<file path="src/rtl/ps2_pkg.sv">
`default_nettype none
// ============================================================================
//  Module   : ps2_pkg
//  Purpose  : Shared scan-code constants, frame length, sequencer state
//             enum and digit-to-scan-code lookup for the PS/2 key emulator.
//  Revision : 1.0  initial release
// ============================================================================
package ps2_pkg;

   localparam int FRAME_BITS = 11;

   localparam logic [7:0] ENTER_CODE = 8'h5A;
   localparam logic [7:0] BREAK_CODE = 8'hF0;

   // Set-2 make codes for the hex digits 0..F
   localparam logic [7:0] SC_0 = 8'h45;
   localparam logic [7:0] SC_1 = 8'h16;
   localparam logic [7:0] SC_2 = 8'h1E;
   localparam logic [7:0] SC_3 = 8'h26;
   localparam logic [7:0] SC_4 = 8'h25;
   localparam logic [7:0] SC_5 = 8'h2E;
   localparam logic [7:0] SC_6 = 8'h36;
   localparam logic [7:0] SC_7 = 8'h3D;
   localparam logic [7:0] SC_8 = 8'h3E;
   localparam logic [7:0] SC_9 = 8'h46;
   localparam logic [7:0] SC_A = 8'h1C;
   localparam logic [7:0] SC_B = 8'h32;
   localparam logic [7:0] SC_C = 8'h21;
   localparam logic [7:0] SC_D = 8'h23;
   localparam logic [7:0] SC_E = 8'h24;
   localparam logic [7:0] SC_F = 8'h2B;

   // Key-press sequencer: make code, gap, break prefix, gap, code, gap
   typedef enum logic [2:0] {
      ST_IDLE = 3'd0,
      ST_MAKE = 3'd1,
      ST_GAP1 = 3'd2,
      ST_BRK  = 3'd3,
      ST_GAP2 = 3'd4,
      ST_CODE = 3'd5,
      ST_GAP3 = 3'd6
   } seq_state_t;

   function automatic logic [7:0] digit_to_scancode(input logic [3:0] digit);
      logic [7:0] code;
      case (digit)
         4'h0:    code = SC_0;
         4'h1:    code = SC_1;
         4'h2:    code = SC_2;
         4'h3:    code = SC_3;
         4'h4:    code = SC_4;
         4'h5:    code = SC_5;
         4'h6:    code = SC_6;
         4'h7:    code = SC_7;
         4'h8:    code = SC_8;
         4'h9:    code = SC_9;
         4'hA:    code = SC_A;
         4'hB:    code = SC_B;
         4'hC:    code = SC_C;
         4'hD:    code = SC_D;
         4'hE:    code = SC_E;
         default: code = SC_F;
      endcase
      return code;
   endfunction

endpackage
`default_nettype wire

</file>
<file path="src/rtl/ps2_frame_tx.sv">
`default_nettype none
// ============================================================================
//  Module   : ps2_frame_tx
//  Purpose  : Sends one 11-bit PS/2 frame (start, 8 data LSB first, odd
//             parity, stop). Each bit slot is 2*HALF_PERIOD cycles: clock
//             high for the first half, low for the second, data updated on
//             the first cycle of the slot.
//  Revision : 1.0  initial release
// ============================================================================
module ps2_frame_tx
   import ps2_pkg::*;
#(
   parameter int HALF_PERIOD = 2500
) (
   input  logic       clk,
   input  logic       rst_n,
   input  logic       start,
   input  logic [7:0] tx_byte,
   output logic       busy,
   output logic       ps2_clk,
   output logic       ps2_data
);

   localparam int SLOT_CYCLES = 2 * HALF_PERIOD;
   localparam int CNT_W       = $clog2(SLOT_CYCLES);
   localparam int BIT_W       = $clog2(FRAME_BITS);

   localparam logic [CNT_W-1:0] HALF_LAST = CNT_W'(HALF_PERIOD - 1);
   localparam logic [CNT_W-1:0] SLOT_LAST = CNT_W'(SLOT_CYCLES - 1);
   localparam logic [BIT_W-1:0] STOP_IDX  = BIT_W'(FRAME_BITS - 1);

   logic [CNT_W-1:0]      half_cnt_q, half_cnt_d;
   logic [BIT_W-1:0]      bit_idx_q,  bit_idx_d;
   logic [FRAME_BITS-1:0] shift_q,    shift_d;
   logic                  busy_q,     busy_d;
   logic                  ps2_clk_q,  ps2_clk_d;
   logic                  ps2_data_q, ps2_data_d;

   // Slot timing: load frame on start, drop clock mid-slot, advance bit at slot end
   always_comb begin
      half_cnt_d = half_cnt_q;
      bit_idx_d  = bit_idx_q;
      shift_d    = shift_q;
      busy_d     = busy_q;
      ps2_clk_d  = ps2_clk_q;
      ps2_data_d = ps2_data_q;
      if (start) begin
         busy_d     = 1'b1;
         half_cnt_d = '0;
         bit_idx_d  = '0;
         shift_d    = {1'b1, ~^tx_byte, tx_byte, 1'b0};
         ps2_clk_d  = 1'b1;
         ps2_data_d = 1'b0;
      end else if (busy_q) begin
         if (half_cnt_q == SLOT_LAST) begin
            half_cnt_d = '0;
            ps2_clk_d  = 1'b1;
            if (bit_idx_q == STOP_IDX) begin
               // stop bit already drives data high; lines stay idle
               busy_d     = 1'b0;
               bit_idx_d  = '0;
               ps2_data_d = 1'b1;
            end else begin
               bit_idx_d  = bit_idx_q + 1'b1;
               shift_d    = {1'b1, shift_q[FRAME_BITS-1:1]};
               ps2_data_d = shift_q[1];
            end
         end else begin
            half_cnt_d = half_cnt_q + 1'b1;
            if (half_cnt_q == HALF_LAST) begin
               ps2_clk_d = 1'b0;
            end
         end
      end
   end

   // State and line registers; reset forces both lines high immediately
   always_ff @(posedge clk or negedge rst_n) begin
      if (!rst_n) begin
         half_cnt_q <= '0;
         bit_idx_q  <= '0;
         shift_q    <= '1;
         busy_q     <= 1'b0;
         ps2_clk_q  <= 1'b1;
         ps2_data_q <= 1'b1;
      end else begin
         half_cnt_q <= half_cnt_d;
         bit_idx_q  <= bit_idx_d;
         shift_q    <= shift_d;
         busy_q     <= busy_d;
         ps2_clk_q  <= ps2_clk_d;
         ps2_data_q <= ps2_data_d;
      end
   end

   assign busy     = busy_q;
   assign ps2_clk  = ps2_clk_q;
   assign ps2_data = ps2_data_q;

endmodule
`default_nettype wire

</file>
<file path="src/rtl/ps2_key_tx.sv">
`default_nettype none
// ============================================================================
//  Module   : ps2_key_tx
//  Purpose  : Keyboard-side PS/2 key emulator. Accepts a hex digit or Enter
//             and emits make code, F0, code, each frame followed by an idle
//             gap of GAP_CYCLES cycles, then pulses done.
//  Revision : 1.0  initial release
// ============================================================================
module ps2_key_tx
   import ps2_pkg::*;
#(
   parameter int HALF_PERIOD = 2500,
   parameter int GAP_CYCLES  = 50000
) (
   input  logic       clk,
   input  logic       rst_n,
   input  logic       req_valid,
   output logic       req_ready,
   input  logic [3:0] req_digit,
   input  logic       req_enter,
   output logic       done,
   output logic       ps2_clk,
   output logic       ps2_data
);

   localparam int GAP_W = (GAP_CYCLES > 1) ? $clog2(GAP_CYCLES) : 1;
   localparam logic [GAP_W-1:0] GAP_LAST  = GAP_W'(GAP_CYCLES - 1);
   localparam logic [GAP_W-1:0] GAP_FIRST = GAP_W'(1);
   // The first idle cycle after a frame is spent in the frame state itself
   // (where busy has just dropped), so a one-cycle gap never enters GAPn.
   localparam logic GAP_ONE = (GAP_CYCLES == 1);

   seq_state_t       state_q,   state_d;
   logic [GAP_W-1:0] gap_cnt_q, gap_cnt_d;
   logic [7:0]       code_q,    code_d;
   logic             done_q,    done_d;

   logic             frm_start;
   logic [7:0]       frm_byte;
   logic             frm_busy;

   // Sequencer: handshake, frame launches and gap timing
   always_comb begin
      state_d   = state_q;
      gap_cnt_d = gap_cnt_q;
      code_d    = code_q;
      done_d    = 1'b0;
      frm_start = 1'b0;
      frm_byte  = code_q;
      case (state_q)
         ST_IDLE: begin
            if (req_valid) begin
               code_d    = req_enter ? ENTER_CODE : digit_to_scancode(req_digit);
               frm_byte  = code_d;
               frm_start = 1'b1;
               state_d   = ST_MAKE;
            end
         end
         ST_MAKE: begin
            if (!frm_busy) begin
               if (GAP_ONE) begin
                  frm_start = 1'b1;
                  frm_byte  = BREAK_CODE;
                  state_d   = ST_BRK;
               end else begin
                  gap_cnt_d = GAP_FIRST;
                  state_d   = ST_GAP1;
               end
            end
         end
         ST_GAP1: begin
            if (gap_cnt_q == GAP_LAST) begin
               gap_cnt_d = '0;
               frm_start = 1'b1;
               frm_byte  = BREAK_CODE;
               state_d   = ST_BRK;
            end else begin
               gap_cnt_d = gap_cnt_q + 1'b1;
            end
         end
         ST_BRK: begin
            if (!frm_busy) begin
               if (GAP_ONE) begin
                  frm_start = 1'b1;
                  state_d   = ST_CODE;
               end else begin
                  gap_cnt_d = GAP_FIRST;
                  state_d   = ST_GAP2;
               end
            end
         end
         ST_GAP2: begin
            if (gap_cnt_q == GAP_LAST) begin
               gap_cnt_d = '0;
               frm_start = 1'b1;
               state_d   = ST_CODE;
            end else begin
               gap_cnt_d = gap_cnt_q + 1'b1;
            end
         end
         ST_CODE: begin
            if (!frm_busy) begin
               if (GAP_ONE) begin
                  done_d  = 1'b1;
                  state_d = ST_IDLE;
               end else begin
                  gap_cnt_d = GAP_FIRST;
                  state_d   = ST_GAP3;
               end
            end
         end
         ST_GAP3: begin
            if (gap_cnt_q == GAP_LAST) begin
               gap_cnt_d = '0;
               done_d    = 1'b1;
               state_d   = ST_IDLE;
            end else begin
               gap_cnt_d = gap_cnt_q + 1'b1;
            end
         end
         default: begin
            gap_cnt_d = '0;
            state_d   = ST_IDLE;
         end
      endcase
   end

   // Sequencer registers
   always_ff @(posedge clk or negedge rst_n) begin
      if (!rst_n) begin
         state_q   <= ST_IDLE;
         gap_cnt_q <= '0;
         code_q    <= '0;
         done_q    <= 1'b0;
      end else begin
         state_q   <= state_d;
         gap_cnt_q <= gap_cnt_d;
         code_q    <= code_d;
         done_q    <= done_d;
      end
   end

   ps2_frame_tx #(
      .HALF_PERIOD (HALF_PERIOD)
   ) u_frame_tx (
      .clk      (clk),
      .rst_n    (rst_n),
      .start    (frm_start),
      .tx_byte  (frm_byte),
      .busy     (frm_busy),
      .ps2_clk  (ps2_clk),
      .ps2_data (ps2_data)
   );

   assign req_ready = (state_q == ST_IDLE);
   assign done      = done_q;

endmodule
`default_nettype wire

</file>
<file path="config.mk">
export PLATFORM = sky130hd
export DESIGN_NAME = ps2_key_tx
export DESIGN_NICKNAME = d
export VERILOG_FILES = /design/src/rtl/ps2_pkg.sv /design/src/rtl/ps2_frame_tx.sv /design/src/rtl/ps2_key_tx.sv
export SDC_FILE = /design/constraint.sdc
export NUM_CORES = 1
export LEC_CHECK = 0
export ABC_AREA = 1
export CAP_MARGIN = 20
export CELL_PAD_IN_SITES_DETAIL_PLACEMENT = 0
export CELL_PAD_IN_SITES_GLOBAL_PLACEMENT = 1
export CORE_UTILIZATION = 41
export CTS_CLUSTER_DIAMETER = 40
export DETAILED_ROUTE_END_ITERATION = 8
export HOLD_SLACK_MARGIN = 0.12
export PLACE_DENSITY = 0.89
export SETUP_SLACK_MARGIN = 0.5
export SLEW_MARGIN = 20
export SYNTH_ARGS = -nofsm -noshare
export SYNTH_HDL_FRONTEND = slang
export SYNTH_HIERARCHICAL = 1
export SYNTH_SLANG_ARGS = --single-unit
</file>
<file path="constraint.sdc">
create_clock -name clk -period 1.9 [get_ports clk]
set_input_delay 0.57 -clock clk [delete_from_list [all_inputs] [get_ports clk]]
set_output_delay 0.57 -clock clk [all_outputs]
set_load 0.01 [all_outputs]
</file>
# Word-level counts from Yosys, hierarchy flattened
# Memories as Yosys holds them, arrays and structs flattened.
# Index checks and enable logic that the tools add are counted.
# W data, S select, Z words.
dict set report classes {
  n_addsub 3
  n_mux 42
  eq_ne 19
  bitwise 1
  n_reduce_logical 13
}
# operator count
set op_table {}
lappend op_table {{$pmux W16 S3} 1}
lappend op_table {{$mux W11} 4}
lappend op_table {{$mux W13} 3}
lappend op_table {{$mux W16} 2}
lappend op_table {{$mux W8} 3}
lappend op_table {{$mux W3} 7}
lappend op_table {{$pmux W3 S7} 1}
lappend op_table {{$ne A2 B2 Y1 const B} 9}
lappend op_table {{$add A16 B1 Y16 const B} 1}
lappend op_table {{$eq A16 B16 Y1 const B} 1}
lappend op_table {{$mux W4} 4}
lappend op_table {{$pmux W8 S2} 1}
lappend op_table {{$mux W1} 15}
lappend op_table {{$add A13 B1 Y13 const B} 1}
lappend op_table {{$eq A13 B12 Y1 const B} 1}
lappend op_table {{$eq A13 B13 Y1 const B} 1}
lappend op_table {{$eq A3 B3 Y1 const B} 3}
lappend op_table {{$reduce_xnor A8 Y1} 1}
lappend op_table {{$reduce_and A7 Y1} 1}
lappend op_table {{$eq A3 B2 Y1 const B} 2}
lappend op_table {{$reduce_and A2 Y1} 3}
lappend op_table {{$reduce_or A3 Y1} 2}
lappend op_table {{$add A4 B1 Y4 const B} 1}
lappend op_table {{$eq A4 B4 Y1 const B} 1}
lappend op_table {{other kinds (8)} 9}
dict set report word_totals {
  ff_bits 59
  romBits 112
  output_inout_bits 4
  mem_count 1
  word_cells 89
  inputBits 8
}
# name words word_bits rd rd_clocked_by_memory_dff wr line_no
set memory_table {}
lappend memory_table {{(name not given)} 16 7 1 0 0 ps2_pkg.sv:46} ;# case (digit)

# Depth between registers and ports, before layout
# Gate-level depths: netlist (run 1).
# An unclocked memory read counts as a cell.
dict set report depth {
  word_depth 6
  ltp_mapped 18
  depth_no_buf 18
}

# Cells and area by module
# The synthesis (run 1) kept the hierarchy.
# mod n_inst seq_area_each_um2 cells_per_inst area_each_um2
set by_module_without_submodules {}
lappend by_module_without_submodules {ps2_key_tx 1 700.7 290 1931.9}
lappend by_module_without_submodules {ps2_frame_tx 1 739.5 239 1765.4}

# Least setup slack after synthesis (run 1)
# No wires, ideal clock.
dict set report synth_timing {
  path_type {register to register}
  from {register gap_cnt_q[0]}
  to {register u_frame_tx.half_cnt_q[12]}
  setup_ns 0.123
  arrival_time_ns 1.920
  slack_ns -0.143
  path_buffers 1
  stages_incl_launch_ff 15
  required_time_ns 1.777
  synth_period_minus_slack_ns 2.043
  path_cell_list {dfrtp_1 > ha_1 > nand3_1 > nor2_1 > nand2_1 > nand2_2 > nand2_2 > nor2_1 > buf_4 > nor2_4 > nor2_2 > nand3b_1 > nor2_1 > o21ai_0 > nor2_1}
}
dict set report synth_via {
  elab_chain_len 4
  word_cells_on_any_way 5
  cone_classes {eq/ne (1); mux (3); reduce/logical (1)}
}
# item line_no
set synth_lines {}
lappend synth_lines {{start: declaration} ps2_key_tx.sv:34} ;# logic [GAP_W-1:0] gap_cnt_q, gap_cnt_d;
lappend synth_lines {{start signal: assignment} ps2_key_tx.sv:137} ;# gap_cnt_q <= gap_cnt_d;
lappend synth_lines {{$eq A16 B16 Y1 *} {ps2_key_tx.sv:72, ps2_key_tx.sv:93}}
lappend synth_lines {{$mux W1 *} {ps2_key_tx.sv:72, ps2_key_tx.sv:93}}
lappend synth_lines {{$pmux W1 S2 *} ps2_key_tx.sv:50} ;# case (state_q)
lappend synth_lines {{via frm_start} ps2_key_tx.sv:38} ;# logic frm_start;
lappend synth_lines {{$mux W13 or $reduce_bool A2 Y1 (tied branches)} --}
lappend synth_lines {{end signal: assignment} ps2_frame_tx.sv:87} ;# half_cnt_q <= half_cnt_d;
lappend synth_lines {{end: declaration} ps2_frame_tx.sv:32} ;# logic [CNT_W-1:0] half_cnt_q, half_cnt_d;
# Mark *: on every way through the listed nets, which the timed path passes. The rest lies on a longest branch.
# A chain may end at the register's enable or synchronous reset.

# Worst setup path after layout (run 1)
dict set report layout_timing {
  from {register state_q[2]}
  to {register u_frame_tx.half_cnt_q[6]}
}
dict set report layout_via {
  elab_chain_len 4
  word_cells_on_any_way 7
  cone_classes {eq/ne (2); mux (2); reduce/logical (3)}
}
# item line_no
set layout_lines {}
lappend layout_lines {{start: declaration} ps2_key_tx.sv:33} ;# seq_state_t state_q, state_d;
lappend layout_lines {{start signal: assignment} ps2_key_tx.sv:136} ;# state_q <= state_d;
lappend layout_lines {{$eq A3 B3 Y1 or $eq A3 B2 Y1 (tied branches)} ps2_key_tx.sv:50}
lappend layout_lines {{$reduce_or A2 Y1 (no source line)} --}
lappend layout_lines {{$pmux W1 S2 *} ps2_key_tx.sv:50}
lappend layout_lines {{via frm_start} ps2_key_tx.sv:38}
lappend layout_lines {{$mux W13 or $reduce_bool A2 Y1 (tied branches)} --}
# Marked as above.

==> tab_implementation.tex, run 1 <==
\begin{tabular}{lr}
\hline
Metric & Value \\
\hline
\multicolumn{2}{l}{\textbf{Run status}} \\
\quad Run status & finished with violations \\
\quad Violated checks & setup timing \\
\multicolumn{2}{l}{\textbf{Place}} \\
\quad Final RePlAce weighted congestion & 0.8439 \\
\quad Port Buffers & 11 \\
\quad Pre-CTS setup slack & -0.8074 ns \\
\quad Final HPWL from detailed placement & 6.153 mm \\
\multicolumn{2}{l}{\textbf{STA}} \\
\quad Setup repair after global routing missed its margin & true \\
\quad Share of the clock period used by the worst path & 1.045 \\
\quad Final setup fails & 25 \\
\quad PnR worst setup slack & -0.08502 ns \\
\quad Slew @ Worst Pin & 0.4736 ns \\
\quad Number of pins exceeding their max-slew limit in the final report & 0 \\
\quad Hold Worst Slack & 0.2193 ns \\
\quad FMAX & 503.8 MHz \\
\quad Final worst clock skew & 0.007160 ns \\
\quad Clock period minus final worst setup slack & 1.985 ns \\
\quad Endpoints failing hold & 0 \\
\quad Slew headroom & 0.6831 \\
\multicolumn{2}{l}{\textbf{Synthesis}} \\
\quad Area fraction in compound gates after synthesis & 0.09340 \\
\quad Biggest area consumer among synthesized cells & sky130\_fd\_sc\_hd\_\_dfrtp\_1 \\
\quad Portion of netlist area occupied by mux cells & 0.002707 \\
\quad Post-synthesis net count & 547 \\
\quad Top cells by area in the synthesized netlist & sky130\_fd\_sc\_hd\_\_dfrtp\_1 31\%, sky130\_fd\_sc\_hd\_\_nand2\_1 17\%, sky130\_fd\_sc\_hd\_\_dfstp\_2 7.8\%, sky130\_fd\_sc\_hd\_\_nor2\_1 7.5\%, sky130\_fd\_sc\_hd\_\_inv\_1 6.8\% \\
\quad List of most frequent post-synthesis cells & 167 x sky130\_fd\_sc\_hd\_\_nand2\_1, 74 x sky130\_fd\_sc\_hd\_\_nor2\_1, 67 x sky130\_fd\_sc\_hd\_\_inv\_1 \\
\quad Number of library cell types mapped by synthesis & 36 \\
\quad Async set-reset flop share out of synthesis & 1.000 \\
\quad Number of warning messages in the yosys log & 6 \\
\quad Register area share after synthesis & 0.3895 \\
\quad Post-Syn Area & 0.003697 mm\^{}2 \\
\quad Post-Syn Area per Cell & 6.989 um\^{}2 \\
\quad Synthesized instance count & 529 \\
\quad Area share of the leading cell type in the synthesized netlist & 0.3113 \\
\quad Adder-cell share of the synthesized area & 0.03384 \\
\quad EDFF count, synth & 0 \\
\quad Prevailing post-synth register cell & sky130\_fd\_sc\_hd\_\_dfrtp\_1 \\
\quad Post-synthesis sequential element count & 57 \\
\quad Dominant combinational cell family by area after synthesis & simple AND/OR/NAND/NOR gates \\
\quad Area share of and/or/nand/nor cells after synthesis & 0.3662 \\
\quad Most frequent cell after synthesis & sky130\_fd\_sc\_hd\_\_nand2\_1 \\
\quad Xor and xnor fraction of the mapped netlist area & 0.03080 \\
\multicolumn{2}{l}{\textbf{CTS}} \\
\quad Maximum clock path buffer count & 2 \\
\quad Number of CTS-inserted buffers & 9 \\
\quad Sink Count & 57 \\
\quad CTS clock-pin slew for the worst setup and hold paths & 0.07 ns \\
\quad Maximum level of the CTS H-tree & 3 \\
\quad CTS root buffer & sky130\_fd\_sc\_hd\_\_clkbuf\_8 \\
\quad Clock network latency to the later pin of the worst-skew pair & 0.34 ns \\
\quad TritonCTS clock tree & done \\
\multicolumn{2}{l}{\textbf{Floorplanning}} \\
\quad Floorplan core area & 0.008721 mm\^{}2 \\
\quad Count of boundary I/O pins & 12 \\
\quad Die Footprint & 0.009401 mm\^{}2 \\
\quad Die height & 96.96 um \\
\quad Die outline width & 96.96 um \\
\quad Cell Rows & 34 \\
\quad Effective utilization at floorplan & 0.4240 \\
\multicolumn{2}{l}{\textbf{Worst setup path}} \\
\quad Capturing point of the worst reg2reg path & u\_frame\_tx/half\_cnt\_q[6] \\
\quad Total buffers and inverters traversed by the critical path & 6 \\
\quad Crit path top cell by count & sky130\_fd\_sc\_hd\_\_nand2\_2 \\
\quad Startpoint of the worst-slack reg-to-reg timing path & state\_q[2] \\
\quad Delay contributed by the slowest stage of the critical path & 0.41 ns \\
\quad Startpoint Class & register \\
\quad Slowest cell on crit path & sky130\_fd\_sc\_hd\_\_dfrtp\_1 \\
\quad Worst-case reg-to-reg path depth & 16 \\
\quad R2R Setup Slk & -0.09 ns \\
\quad Critical path type & register to register \\
\quad Family with the most delay on the worst path & simple AND/OR/NAND/NOR gates \\
\quad Number of stages on the worst setup path & 16 \\
\quad Maximum fanout along the worst path & 5 \\
\quad Worst path cell trace & buf\_4 -> buf\_6 -> nand2\_2 -> nand2\_2 -> nand2\_2 -> inv\_2 -> nand2\_4 -> nor2\_4 -> buf\_6 -> nor2\_4 -> nor2\_4 -> buf\_4 -> buf\_6 -> nand2\_2 -> xor2\_1 -> nor2\_1 \\
\quad WP data arrival & 2.22 ns \\
\quad Critical path endpoint category & register \\
\quad Data required time at the worst endpoint & 2.13 ns \\
\multicolumn{2}{l}{\textbf{Drt}} \\
\quad DRT antenna net count & 0 \\
\quad Top layer reached by signal wires & met4 \\
\quad Via-per-instance ratio & 4.921 \\
\quad Total Routed Length & 9.812 mm \\
\quad Routed length on met2 & 5.049 mm \\
\quad Overall via count from detail\_route & 3809 \\
\quad Detailed-routing iteration count for the pre-antenna-repair pass & 5 \\
\quad Wire length on met3 & 236 um \\
\quad Routed length per instance & 12.68 um \\
\quad DR DRC count & 0 \\
\quad Routed metal-1 wire length & 4.264 mm \\
\quad Starting DRC count in detailed routing & 142 \\
\multicolumn{2}{l}{\textbf{Global routing}} \\
\quad Number of antenna violations at the first check in global routing & 0 \\
\quad Global-route wire length before repair & 16.08 mm \\
\quad Vias in the first global route & 3710 \\
\quad Overall Global Routing Usage & 0.2077 \\
\quad Maximum number of pins on one net before global-route repair & 58 \\
\quad Total grt overflow & 0 \\
\multicolumn{2}{l}{\textbf{Power and ir drop}} \\
\quad Power spent charging and discharging nets & 3.211 mW \\
\quad Clock Power Share & 0.160 \\
\quad Power share of the combinational group & 0.592 \\
\quad Switching Fraction & 0.4289 \\
\quad Worst ir drop on vdd & 0.6902 mV \\
\quad Power density over cell area & 1350 mW/mm\^{}2 \\
\quad Internal power contribution & 4.275 mW \\
\quad Share of total power in sequential cells & 0.248 \\
\quad Leak pwr & 2.689 nW \\
\multicolumn{2}{l}{\textbf{Final layout}} \\
\quad P\&R area growth vs syn & 49.95\% \\
\quad Number of diodes & 0 \\
\quad Final layout net count & 679 \\
\quad Number of inserted filler cells in the final layout & 729 \\
\quad Fraction of layout cells with a size suffix above 1 & 0.4069 \\
\multicolumn{2}{l}{\textbf{Min path}} \\
\quad Classification of the worst-slack hold path & input pin to async pin \\
\multicolumn{2}{l}{\textbf{Job}} \\
\quad Max-cap viol count & 0 \\
\hline
\end{tabular}
-- cells in the final DEF, fill, tap and decap left out, types with 2 or more instances in the layout --
cell type and n:
sky130_fd_sc_hd__inv_2 10, sky130_fd_sc_hd__buf_6 25, sky130_fd_sc_hd__a21oi_2 5, sky130_fd_sc_hd__nand3_2 5
sky130_fd_sc_hd__o211ai_1 2, sky130_fd_sc_hd__nor3_2 2, sky130_fd_sc_hd__clkinv_2 3, sky130_fd_sc_hd__xnor2_1 5
sky130_fd_sc_hd__ha_4 2, sky130_fd_sc_hd__nor2_2 13, sky130_fd_sc_hd__o21ai_0 12, sky130_fd_sc_hd__nor2_1 51
sky130_fd_sc_hd__nand2_1 143, sky130_fd_sc_hd__buf_2 4, sky130_fd_sc_hd__nand4_1 5, sky130_fd_sc_hd__inv_4 3
sky130_fd_sc_hd__dlygate4sd2_1 3, sky130_fd_sc_hd__inv_1 52, sky130_fd_sc_hd__xor2_1 7, sky130_fd_sc_hd__o21ai_1 13
sky130_fd_sc_hd__nor2_4 17, sky130_fd_sc_hd__nand2_8 4, sky130_fd_sc_hd__clkbuf_8 11, sky130_fd_sc_hd__o21ai_2 15
sky130_fd_sc_hd__dfstp_2 11, sky130_fd_sc_hd__o21bai_1 2, sky130_fd_sc_hd__nand2_2 24, sky130_fd_sc_hd__dfrtp_1 45
sky130_fd_sc_hd__buf_4 90, sky130_fd_sc_hd__nand3_1 30, sky130_fd_sc_hd__a21oi_1 6, sky130_fd_sc_hd__nand3_4 6
sky130_fd_sc_hd__nand2_4 6, sky130_fd_sc_hd__nor3_1 5, sky130_fd_sc_hd__clkinvlp_4 2, sky130_fd_sc_hd__ha_1 8
-- cell families (layout without fill, tap and decap cells) --
family | after synthesis | in the layout
simple gates | 314 | 316
flops | 57 | 57
compound gates | 59 | 59
mux | 1 | 1
xor+xnor | 13 | 13
fa+ha+maj | 10 | 10
buf+inv | 75 | 210
-- worst register-to-register path, cell delays in order (launching register included) --
cell and delay, ns:
sky130_fd_sc_hd__dfrtp_1 0.41, sky130_fd_sc_hd__buf_4 0.14, sky130_fd_sc_hd__buf_6 0.12, sky130_fd_sc_hd__nand2_2 0.07, sky130_fd_sc_hd__nand2_2 0.07, sky130_fd_sc_hd__nand2_2 0.08
sky130_fd_sc_hd__inv_2 0.05, sky130_fd_sc_hd__nand2_4 0.07, sky130_fd_sc_hd__nor2_4 0.04, sky130_fd_sc_hd__buf_6 0.11, sky130_fd_sc_hd__nor2_4 0.18, sky130_fd_sc_hd__nor2_4 0.06
sky130_fd_sc_hd__buf_4 0.13, sky130_fd_sc_hd__buf_6 0.10, sky130_fd_sc_hd__nand2_2 0.05, sky130_fd_sc_hd__xor2_1 0.15, sky130_fd_sc_hd__nor2_1 0.05
-- sequential cells by signal, indices dropped and copies added, names as in the netlist --
name	count
u_frame_tx/bit_idx_q	4
state_q	3
code_q	8
u_frame_tx/ps2_clk	1
u_frame_tx/ps2_data	1
u_frame_tx/busy	1
u_frame_tx/shift_q	9
u_frame_tx/half_cnt_q	13
done	1
gap_cnt_q	16
-- area by class of cell --
| class | instances | area, um^2 | share of cell area |
|---|---|---|---|
| Sequential cell | 57 | 1441 | 0.2600 |
| Inverter | 69 | 294.0 | 0.05304 |
| Tap cell | 108 | 135.1 | 0.02437 |
| Multi-Input combinational cell | 399 | 2424 | 0.4371 |
| Clock inverter | 5 | 53.80 | 0.009704 |
| Clock buffer | 11 | 151.4 | 0.02731 |
| Timing Repair inverter | 1 | 8.758 | 0.001580 |
| Timing Repair Buffer | 124 | 1036 | 0.1869 |
-- stage by stage --
stage | setup TNS, ns | power [mW] | instances | cell area, um^2 | utilization
after floorplan | -0.3716 | 3.920 | 529 | 3741 | -
after global placement | -15.18 | 4.878 | 722 | 4544 | 0.5211
after detailed placement | -16.15 | 4.968 | 722 | 4544 | 0.5211
after CTS | -0.8235 | 6.741 | 755 | 5124 | 0.5875
after global routing | -4.383 | 8.046 | 774 | 5544 | 0.6357
final | -1.157 | 7.486 | 774 | 5544 | 0.6357
-- power by group through the flow --
stage               clock, mW  combinational [mW]  sequential (mW)
finish                   1.20                4.43             1.85
global route             1.27                4.88             1.90
CTS                      1.22                3.69             1.83
detailed placement          0                3.14             1.83
global placement            0                3.05             1.82
floorplan                   0                2.10             1.82
-- layer usage --
metal	vias up	track usage
li1	1934	-
met2	62	0.3575
met3	23	0.03035
met1	1790	0.2554
met4	0	0.09644
met5	-	0
-- worst max-delay path by stage --
stage	startpoint	to
2_1_floorplan	gap_cnt_q[0]	u_frame_tx/half_cnt_q[12]
3_3_place_gp	req_digit[0]	u_frame_tx/shift_q[9]
3_5_place_dp	req_digit[1]	u_frame_tx/shift_q[9]
4_1_cts	gap_cnt_q[1]	u_frame_tx/half_cnt_q[10]
5_1_grt	gap_cnt_q[0]	u_frame_tx/half_cnt_q[10]
6_report	state_q[2]	u_frame_tx/half_cnt_q[6]
-- repair_timing --
action	in CTS	in global routing
hold buffers	0	0
endpoints found under the hold margin	0	0
setup endpoints to repair	48	56
cloned	1	2
buffers inserted	16	17
pin swaps	31	45
resized for setup	107	81
Power figures use the tool's default switching activity.
==> run 2: changes to the inputs <==
--- a/config.mk
+++ b/config.mk
@@ -14,7 +14,7 @@
 export DETAILED_ROUTE_END_ITERATION = 8
 export HOLD_SLACK_MARGIN = 0.12
 export PLACE_DENSITY = 0.89
-export SETUP_SLACK_MARGIN = 0.5
+export SETUP_SLACK_MARGIN = 0.15
 export SLEW_MARGIN = 20
 export SYNTH_ARGS = -nofsm -noshare
 export SYNTH_HDL_FRONTEND = slang
==> run 2 against run 1 <==
The run still ends with setup timing left. Via count is 3.1% lower. Critical path depth fell by 2. Clock-buffer cell count grew 1. Die area unchanged. Sequential cell count did not move. Sequential power about the same. Global-route usage grew 0.60 points. Register-to-register slack got worse by 0.04 ns. Cell count is 1.6% lower. Power down 2.8%. Clock power is 14% higher. Worst setup slack worse by 0.041 ns.
==> tab_implementation.tex, run 2 (synthesis gave the netlist of run 1 again) <==
\begin{tabular}{lr}
\hline
Metric & Value \\
\hline
\multicolumn{2}{l}{\textbf{Global routing}} \\
\quad Total grt overflow & 0 \\
\quad Number of antenna violations at the first check in global routing & 0 \\
\quad Global-route wire length before repair & 16.73 mm \\
\quad Vias in the first global route & 3795 \\
\quad Maximum number of pins on one net before global-route repair & 58 \\
\quad Overall Global Routing Usage & 0.2136 \\
\multicolumn{2}{l}{\textbf{Power and ir drop}} \\
\quad Power density over cell area & 1364 mW/mm\^{}2 \\
\quad Switching Fraction & 0.4087 \\
\quad Tot Pwr & 7.278 mW \\
\quad Internal power contribution & 4.303 mW \\
\quad Worst ir drop on vdd & 0.6770 mV \\
\quad Power spent charging and discharging nets & 2.975 mW \\
\quad Share of total power in sequential cells & 0.254 \\
\quad Power share of the combinational group & 0.558 \\
\quad Leak pwr & 2.640 nW \\
\quad Clock Power Share & 0.188 \\
\multicolumn{2}{l}{\textbf{Worst setup path}} \\
\quad Critical path endpoint category & register \\
\quad Delay contributed by the slowest stage of the critical path & 0.39 ns \\
\quad Critical path type & register to register \\
\quad Startpoint Class & register \\
\quad Crit path top cell by count & sky130\_fd\_sc\_hd\_\_nor2\_4 \\
\quad Worst path cell trace & ha\_4 -> nand3\_4 -> nor2\_4 -> nand2\_2 -> nand2\_2 -> nand2\_2 -> nor2\_4 -> buf\_6 -> nor2\_4 -> nor2\_4 -> nand3b\_1 -> o21ai\_1 -> o21ai\_1 -> nor2\_1 \\
\quad Maximum fanout along the worst path & 5 \\
\quad Slowest cell on crit path & sky130\_fd\_sc\_hd\_\_dfrtp\_1 \\
\quad WP data arrival & 2.29 ns \\
\quad Data required time at the worst endpoint & 2.17 ns \\
\multicolumn{2}{l}{\textbf{Floorplanning}} \\
\quad Die height & 96.96 um \\
\quad Die outline width & 96.96 um \\
\quad Floorplan core area & 0.008721 mm\^{}2 \\
\quad Cell Rows & 34 \\
\quad Die Footprint & 0.009401 mm\^{}2 \\
\quad Effective utilization at floorplan & 0.4240 \\
\quad Count of boundary I/O pins & 12 \\
\multicolumn{2}{l}{\textbf{Place}} \\
\quad Area after DPL & 0.004552 mm\^{}2 \\
\quad Port Buffers & 11 \\
\quad Final HPWL from detailed placement & 6.284 mm \\
\quad Final RePlAce weighted congestion & 0.8559 \\
\quad Instance count after placement with tap cells included & 723 \\
\multicolumn{2}{l}{\textbf{Run status}} \\
\quad Run status & finished with violations \\
\quad Violated checks & setup timing \\
\multicolumn{2}{l}{\textbf{STA}} \\
\quad Final setup fails & 23 \\
\quad Clock period minus final worst setup slack & 2.026 ns \\
\quad Share of the clock period used by the worst path & 1.066 \\
\quad Number of pins exceeding their max-slew limit in the final report & 0 \\
\quad Slew @ Worst Pin & 0.3468 ns \\
\quad Hold Worst Slack & 0.2276 ns \\
\quad Setup repair after global routing missed its margin & true \\
\quad Slew headroom & 0.7679 \\
\quad Endpoints failing hold & 0 \\
\quad Final worst clock skew & 0.01399 ns \\
\quad PnR worst setup slack & -0.1258 ns \\
\quad Total negative slack & -1.613 ns \\
\quad FMAX & 493.6 MHz \\
\multicolumn{2}{l}{\textbf{CTS}} \\
\quad Clock network latency to the later pin of the worst-skew pair & 0.34 ns \\
\quad Total of hold buffers inserted after clock tree synthesis & 0 \\
\quad CTS clock-pin slew for the worst setup and hold paths & 0.06 ns \\
\quad Maximum level of the CTS H-tree & 3 \\
\quad TritonCTS clock tree & done \\
\quad Number of CTS-inserted buffers & 9 \\
\quad Maximum clock path buffer count & 2 \\
\quad Sink Count & 57 \\
\quad CTS root buffer & sky130\_fd\_sc\_hd\_\_clkbuf\_8 \\
\multicolumn{2}{l}{\textbf{Final layout}} \\
\quad Layout Cell Area excl Fill & 0.005338 mm\^{}2 \\
\quad Fraction of layout cells with a size suffix above 1 & 0.3532 \\
\quad Commonest non-fill, non-tap cell in the layout & sky130\_fd\_sc\_hd\_\_nand2\_1 \\
\quad Register with the highest flop count & gap\_cnt\_q \\
\quad Flip-flop count of the largest register after layout & 16 \\
\quad Final cell count without fillers & 762 \\
\quad Commonest non-fill, non-tap cells in the layout & 152 x sky130\_fd\_sc\_hd\_\_nand2\_1, 88 x sky130\_fd\_sc\_hd\_\_buf\_4, 56 x sky130\_fd\_sc\_hd\_\_inv\_1, 54 x sky130\_fd\_sc\_hd\_\_nor2\_1, 46 x sky130\_fd\_sc\_hd\_\_dfrtp\_1 \\
\quad Final layout net count & 667 \\
\quad Registers with the most flip-flops & gap\_cnt\_q: 16 flops, u\_frame\_tx/half\_cnt\_q: 13 flops, u\_frame\_tx/shift\_q: 9 flops \\
\quad Number of diodes & 0 \\
\quad P\&R area growth vs syn & 44.37\% \\
\multicolumn{2}{l}{\textbf{Drt}} \\
\quad Routed length per instance & 12.26 um \\
\quad DRT antenna net count & 0 \\
\quad DR DRC count & 0 \\
\quad Via-per-instance ratio & 4.845 \\
\quad Total Routed Length & 9.345 mm \\
\quad Overall via count from detail\_route & 3692 \\
\quad Detailed-routing iteration count for the pre-antenna-repair pass & 4 \\
\quad Starting DRC count in detailed routing & 131 \\
\multicolumn{2}{l}{\textbf{Job}} \\
\quad Max-cap viol count & 0 \\
\multicolumn{2}{l}{\textbf{Min path}} \\
\quad Classification of the worst-slack hold path & input pin to async pin \\
\hline
\end{tabular}
-- run 2: cell count changes in the layout (fill, tap and decap cells not counted), sizes merged --
cell,previous run,this run
dlygate4sd2,3,6
bufbuf,0,1
clkdlybuf4s15,0,1
clkbuf,11,12
dlymetal6s2s,1,0
inv,67,68
clkinv,5,2
clkinvlp,2,1
nand2,177,178
buf,120,104
bufinv,1,2
-- run 2: area by class of cell --
| class | count | area, um^2 |
|---|---|---|
| tap | 108 | 135.1 |
| clock buffer | 12 | 165.2 |
| sequential | 57 | 1440 |
| fill | 753 | 3383 |
| clock inverter | 4 | 73.82 |
| multi-input combinational | 400 | 2302 |
| timing repair buffer | 112 | 938.4 |
| inverter | 69 | 282.8 |
-- run 2: final timing paths --
check / startpoint / to / cells past startpoint / slack, ns
setup / recovery: gap_cnt_q[1] / u_frame_tx/half_cnt_q[10] / 14 / -0.13
hold / removal: rst_n / u_frame_tx/half_cnt_q[7] / 2 / 0.23
setup reg to reg: gap_cnt_q[1] / u_frame_tx/half_cnt_q[10] / 14 / -0.13
hold reg to reg: u_frame_tx/ps2_clk / u_frame_tx/ps2_clk / 2 / 0.45
max in group asynchronous: rst_n / u_frame_tx/shift_q[4] / 2 / 1.37
min in group clk: u_frame_tx/ps2_clk / u_frame_tx/ps2_clk / 2 / 0.45
-- run 2: per-layer routing --
| metal | GRT usage | wire length [um] |
|---|---|---|
| met5 | 0 | 0 |
| met4 | 0.09644 | 161 |
| met3 | 0.02818 | 220 |
| met2 | 0.3743 | 4816 |
| met1 | 0.2603 | 4146 |
-- run 2: critical path, delay by kind of cell, from the launching register on --
family / cells / cell delay (ns)
compound gates: 2 / 0.26
fa+ha+maj: 1 / 0.17
buf+inv: 1 / 0.11
flops: 1 / 0.39
simple gates: 10 / 1.03
-- run 2: power by group through the flow --
stage          clock [mW]  combinational [mW]  sequential [mW]
6_report             1.37                4.06             1.85
5_1_grt              1.45                4.51             1.89
4_1_cts              1.39                3.77             1.83
3_5_place_dp            0                3.18             1.83
3_3_place_gp            0                3.09             1.82
2_1_floorplan           0                2.10             1.82
-- run 2: per-stage QoR --
| step | worst slack [ns] | util |
|---|---|---|
| floorplan | -0.06650 | - |
| global placement | -0.7614 | 0.5220 |
| detailed placement | -0.7907 | 0.5220 |
| CTS | -0.09442 | 0.5901 |
| global route | -0.2821 | 0.6121 |
| finish | -0.1258 | 0.6121 |
-- run 2: repair_timing --
action / 4_1_cts / 5_1_grt
buffers inserted: 10 / 9
pin swaps: 25 / 19
resized for setup: 89 / 35
setup endpoints to repair: 34 / 36
gates cloned: 4 / 0
==> run 3: changes to the inputs <==
--- a/config.mk
+++ b/config.mk
@@ -14,6 +14,8 @@
 export DETAILED_ROUTE_END_ITERATION = 8
 export HOLD_SLACK_MARGIN = 0.12
 export PLACE_DENSITY = 0.89
+export RECOVER_POWER = 50
+export REMOVE_ABC_BUFFERS = 1
 export SETUP_SLACK_MARGIN = 0.15
 export SLEW_MARGIN = 20
 export SYNTH_ARGS = -nofsm -noshare
==> run 3 against run 2 <==
The flow still finishes with violations (setup timing). Sequential share of layout area fell by 1.3 points. Sequential power about the same. Sequential cell count is the same. Non-clock buffer count increased by 11. Final area is 5.1% higher. Worst setup slack improved by 0.037 ns. Combinational power rose by 9.9%. Power rose by 3.5%. First-iteration DRC count unchanged. Register-to-register slack improved by 0.04 ns. Critical path depth rose by 2. Utilization increased by 3.1 points.
==> tab_implementation.tex, run 3 (synthesis gave the netlist of run 1 again) <==
\begin{tabular}{lr}
\hline
Metric & Value \\
\hline
\multicolumn{2}{l}{\textbf{CTS}} \\
\quad CTS clock-pin slew for the worst setup and hold paths & 0.08 ns \\
\quad TritonCTS clock tree & done \\
\quad Maximum clock path buffer count & 2 \\
\quad Clock network latency to the later pin of the worst-skew pair & 0.34 ns \\
\quad CTS root buffer & sky130\_fd\_sc\_hd\_\_clkbuf\_8 \\
\quad Maximum level of the CTS H-tree & 3 \\
\quad Total of hold buffers inserted after clock tree synthesis & 0 \\
\quad Sink Count & 57 \\
\quad Number of CTS-inserted buffers & 9 \\
\multicolumn{2}{l}{\textbf{Final layout}} \\
\quad Layout Cell Area excl Fill & 0.005609 mm\^{}2 \\
\quad Registers with the most flip-flops & gap\_cnt\_q: 16 flops, u\_frame\_tx/half\_cnt\_q: 13 flops, u\_frame\_tx/shift\_q: 9 flops \\
\quad Final layout net count & 678 \\
\quad Flip-flop count of the largest register after layout & 16 \\
\quad Commonest non-fill, non-tap cell in the layout & sky130\_fd\_sc\_hd\_\_nand2\_1 \\
\quad Register with the highest flop count & gap\_cnt\_q \\
\quad Final cell count without fillers & 773 \\
\quad Number of inserted filler cells in the final layout & 665 \\
\quad Fraction of layout cells with a size suffix above 1 & 0.4195 \\
\quad Commonest non-fill, non-tap cells in the layout & 133 x sky130\_fd\_sc\_hd\_\_nand2\_1, 83 x sky130\_fd\_sc\_hd\_\_buf\_4, 53 x sky130\_fd\_sc\_hd\_\_nor2\_1, 48 x sky130\_fd\_sc\_hd\_\_inv\_1, 46 x sky130\_fd\_sc\_hd\_\_dfrtp\_1 \\
\quad Number of diodes & 0 \\
\quad P\&R area growth vs syn & 51.71\% \\
\multicolumn{2}{l}{\textbf{STA}} \\
\quad PnR worst setup slack & -0.08830 ns \\
\quad Setup repair after global routing missed its margin & true \\
\quad Clock period minus final worst setup slack & 1.988 ns \\
\quad Endpoints failing hold & 0 \\
\quad Slew @ Worst Pin & 1.463 ns \\
\quad Final worst clock skew & 0.008149 ns \\
\quad Share of the clock period used by the worst path & 1.046 \\
\quad Number of pins exceeding their max-slew limit in the final report & 0 \\
\quad Final setup fails & 22 \\
\quad Total negative slack & -0.8949 ns \\
\quad Slew headroom & 0.02493 \\
\quad FMAX & 502.9 MHz \\
\multicolumn{2}{l}{\textbf{Min path}} \\
\quad Launch instance of the worst min-delay path & u\_frame\_tx/ps2\_clk \\
\quad Min-Delay Path Depth & 2 \\
\quad End of the worst hold path & u\_frame\_tx/ps2\_clk \\
\quad Classification of the worst-slack hold path & register to register \\
\multicolumn{2}{l}{\textbf{Drt}} \\
\quad DRT antenna net count & 0 \\
\quad Overall via count from detail\_route & 3912 \\
\quad DR DRC count & 0 \\
\quad Total Routed Length & 10.24 mm \\
\quad Routed length per instance & 13.25 um \\
\quad Via-per-instance ratio & 5.061 \\
\quad Detailed-routing iteration count for the pre-antenna-repair pass & 4 \\
\quad Starting DRC count in detailed routing & 131 \\
\multicolumn{2}{l}{\textbf{Place}} \\
\quad Final RePlAce weighted congestion & 0.8744 \\
\quad Port Buffers & 11 \\
\quad Area after DPL & 0.004478 mm\^{}2 \\
\quad Pre-CTS setup slack & -0.7745 ns \\
\quad Final HPWL from detailed placement & 6.190 mm \\
\quad Instance count after placement with tap cells included & 719 \\
\multicolumn{2}{l}{\textbf{Global routing}} \\
\quad Vias in the first global route & 3744 \\
\quad Total grt overflow & 0 \\
\quad Overall Global Routing Usage & 0.2162 \\
\quad Global-route wire length before repair & 16.82 mm \\
\quad Number of antenna violations at the first check in global routing & 0 \\
\quad Maximum number of pins on one net before global-route repair & 58 \\
\multicolumn{2}{l}{\textbf{Worst setup path}} \\
\quad Critical path type & register to register \\
\quad Critical path endpoint category & register \\
\quad Startpoint Class & register \\
\quad Maximum fanout along the worst path & 6 \\
\quad Data required time at the worst endpoint & 2.18 ns \\
\quad WP data arrival & 2.26 ns \\
\quad Startpoint of the worst-slack reg-to-reg timing path & state\_q[1] \\
\quad Worst-case reg-to-reg path depth & 16 \\
\quad Capturing point of the worst reg2reg path & u\_frame\_tx/shift\_q[6] \\
\quad R2R Setup Slk & -0.09 ns \\
\multicolumn{2}{l}{\textbf{Power and ir drop}} \\
\quad Power spent charging and discharging nets & 3.210 mW \\
\quad Share of total power in sequential cells & 0.250 \\
\quad Internal power contribution & 4.325 mW \\
\quad Power share of the combinational group & 0.592 \\
\quad Worst ir drop on vdd & 0.8573 mV \\
\quad Clock Power Share & 0.158 \\
\quad Leak pwr & 2.703 nW \\
\quad Power density over cell area & 1343 mW/mm\^{}2 \\
\quad Switching Fraction & 0.4260 \\
\multicolumn{2}{l}{\textbf{Floorplanning}} \\
\quad Die height & 96.96 um \\
\quad Die outline width & 96.96 um \\
\quad Die Footprint & 0.009401 mm\^{}2 \\
\quad Cell Rows & 34 \\
\quad Effective utilization at floorplan & 0.4240 \\
\quad Floorplan core area & 0.008721 mm\^{}2 \\
\quad Count of boundary I/O pins & 12 \\
\multicolumn{2}{l}{\textbf{Run status}} \\
\quad Run status & finished with violations \\
\quad Violated checks & setup timing \\
\multicolumn{2}{l}{\textbf{Job}} \\
\quad Max-cap viol count & 0 \\
\hline
\end{tabular}
run 3: layout make-up:
| class | instances | area (um^2) | area share |
|---|---|---|---|
| Clock buffer | 10 | 137.6 | 0.02454 |
| Timing Repair Buffer | 123 | 1077 | 0.1921 |
| Inverter | 69 | 289.0 | 0.05153 |
| Tap cell | 108 | 135.1 | 0.02409 |
| Multi-Input combinational cell | 400 | 2462 | 0.4390 |
| Clock inverter | 6 | 67.56 | 0.01205 |
| Sequential cell | 57 | 1440 | 0.2567 |
run 3: worst max-delay path: stages (launching register included):
cell and delay, ns:
sky130_fd_sc_hd__dfrtp_1 0.41, sky130_fd_sc_hd__nor2_4 0.15, sky130_fd_sc_hd__nand2_4 0.09, sky130_fd_sc_hd__nor2_4 0.13, sky130_fd_sc_hd__inv_2 0.05, sky130_fd_sc_hd__nand2_2 0.05, sky130_fd_sc_hd__inv_2 0.04, sky130_fd_sc_hd__nand2_2 0.07
sky130_fd_sc_hd__nor2_2 0.04, sky130_fd_sc_hd__buf_6 0.12, sky130_fd_sc_hd__nor2_4 0.17, sky130_fd_sc_hd__buf_12 0.15, sky130_fd_sc_hd__inv_12 0.05, sky130_fd_sc_hd__buf_4 0.13, sky130_fd_sc_hd__nand3_4 0.09, sky130_fd_sc_hd__nand2_1 0.10
sky130_fd_sc_hd__o21ai_2 0.07
run 3: repair_timing:
item | 4_1_cts | 5_1_grt
pin swaps | 40 | 44
gates resized for setup | 115 | 99
endpoints found under the hold margin | 0 | 0
gates cloned | 3 | 1
setup endpoints to repair | 34 | 37
buffers inserted | 22 | 12
run 3: metal layers:
layer	wire length, um	GRT usage	share of wire
met1	4564	0.2792	0.45
met4	197	0.08037	0.019
met5	0	0	0
met3	365	0.03324	0.036
met2	5117	0.3646	0.50
run 3: through the flow:
step / power [mW] / hold slack, ns / util
global route: 8.107 / 0.4837 / 0.6432
floorplan: 3.757 / 0.2744 / -
finish: 7.535 / 0.4569 / 0.6432
detailed placement: 4.928 / 0.4654 / 0.5135
CTS: 6.770 / 0.2304 / 0.5954
global placement: 4.841 / 0.4635 / 0.5135
run 3: how the worst max path moves through the flow:
stage | startpoint | to | slack, ns | cells after the start
5_1_grt | state_q[1] | u_frame_tx/half_cnt_q[12] | -0.23 | 15
3_3_place_gp | req_digit[1] | u_frame_tx/shift_q[9] | -0.70 | 16
2_1_floorplan | gap_cnt_q[0] | u_frame_tx/shift_q[1] | -0.70 | 12
6_report | state_q[1] | u_frame_tx/shift_q[6] | -0.09 | 16
4_1_cts | gap_cnt_q[1] | u_frame_tx/half_cnt_q[10] | -0.07 | 14
3_5_place_dp | req_digit[1] | u_frame_tx/shift_q[9] | -0.77 | 19
run 3: power groups by stage:
stage | Sequential [mW] | Combinational, mW | Clock [mW]
2_1_floorplan | 1.81 | 1.94 | 0
3_3_place_gp | 1.82 | 3.03 | 0
3_5_place_dp | 1.83 | 3.10 | 0
4_1_cts | 1.83 | 3.73 | 1.20
5_1_grt | 1.92 | 4.93 | 1.26
6_report | 1.88 | 4.46 | 1.19
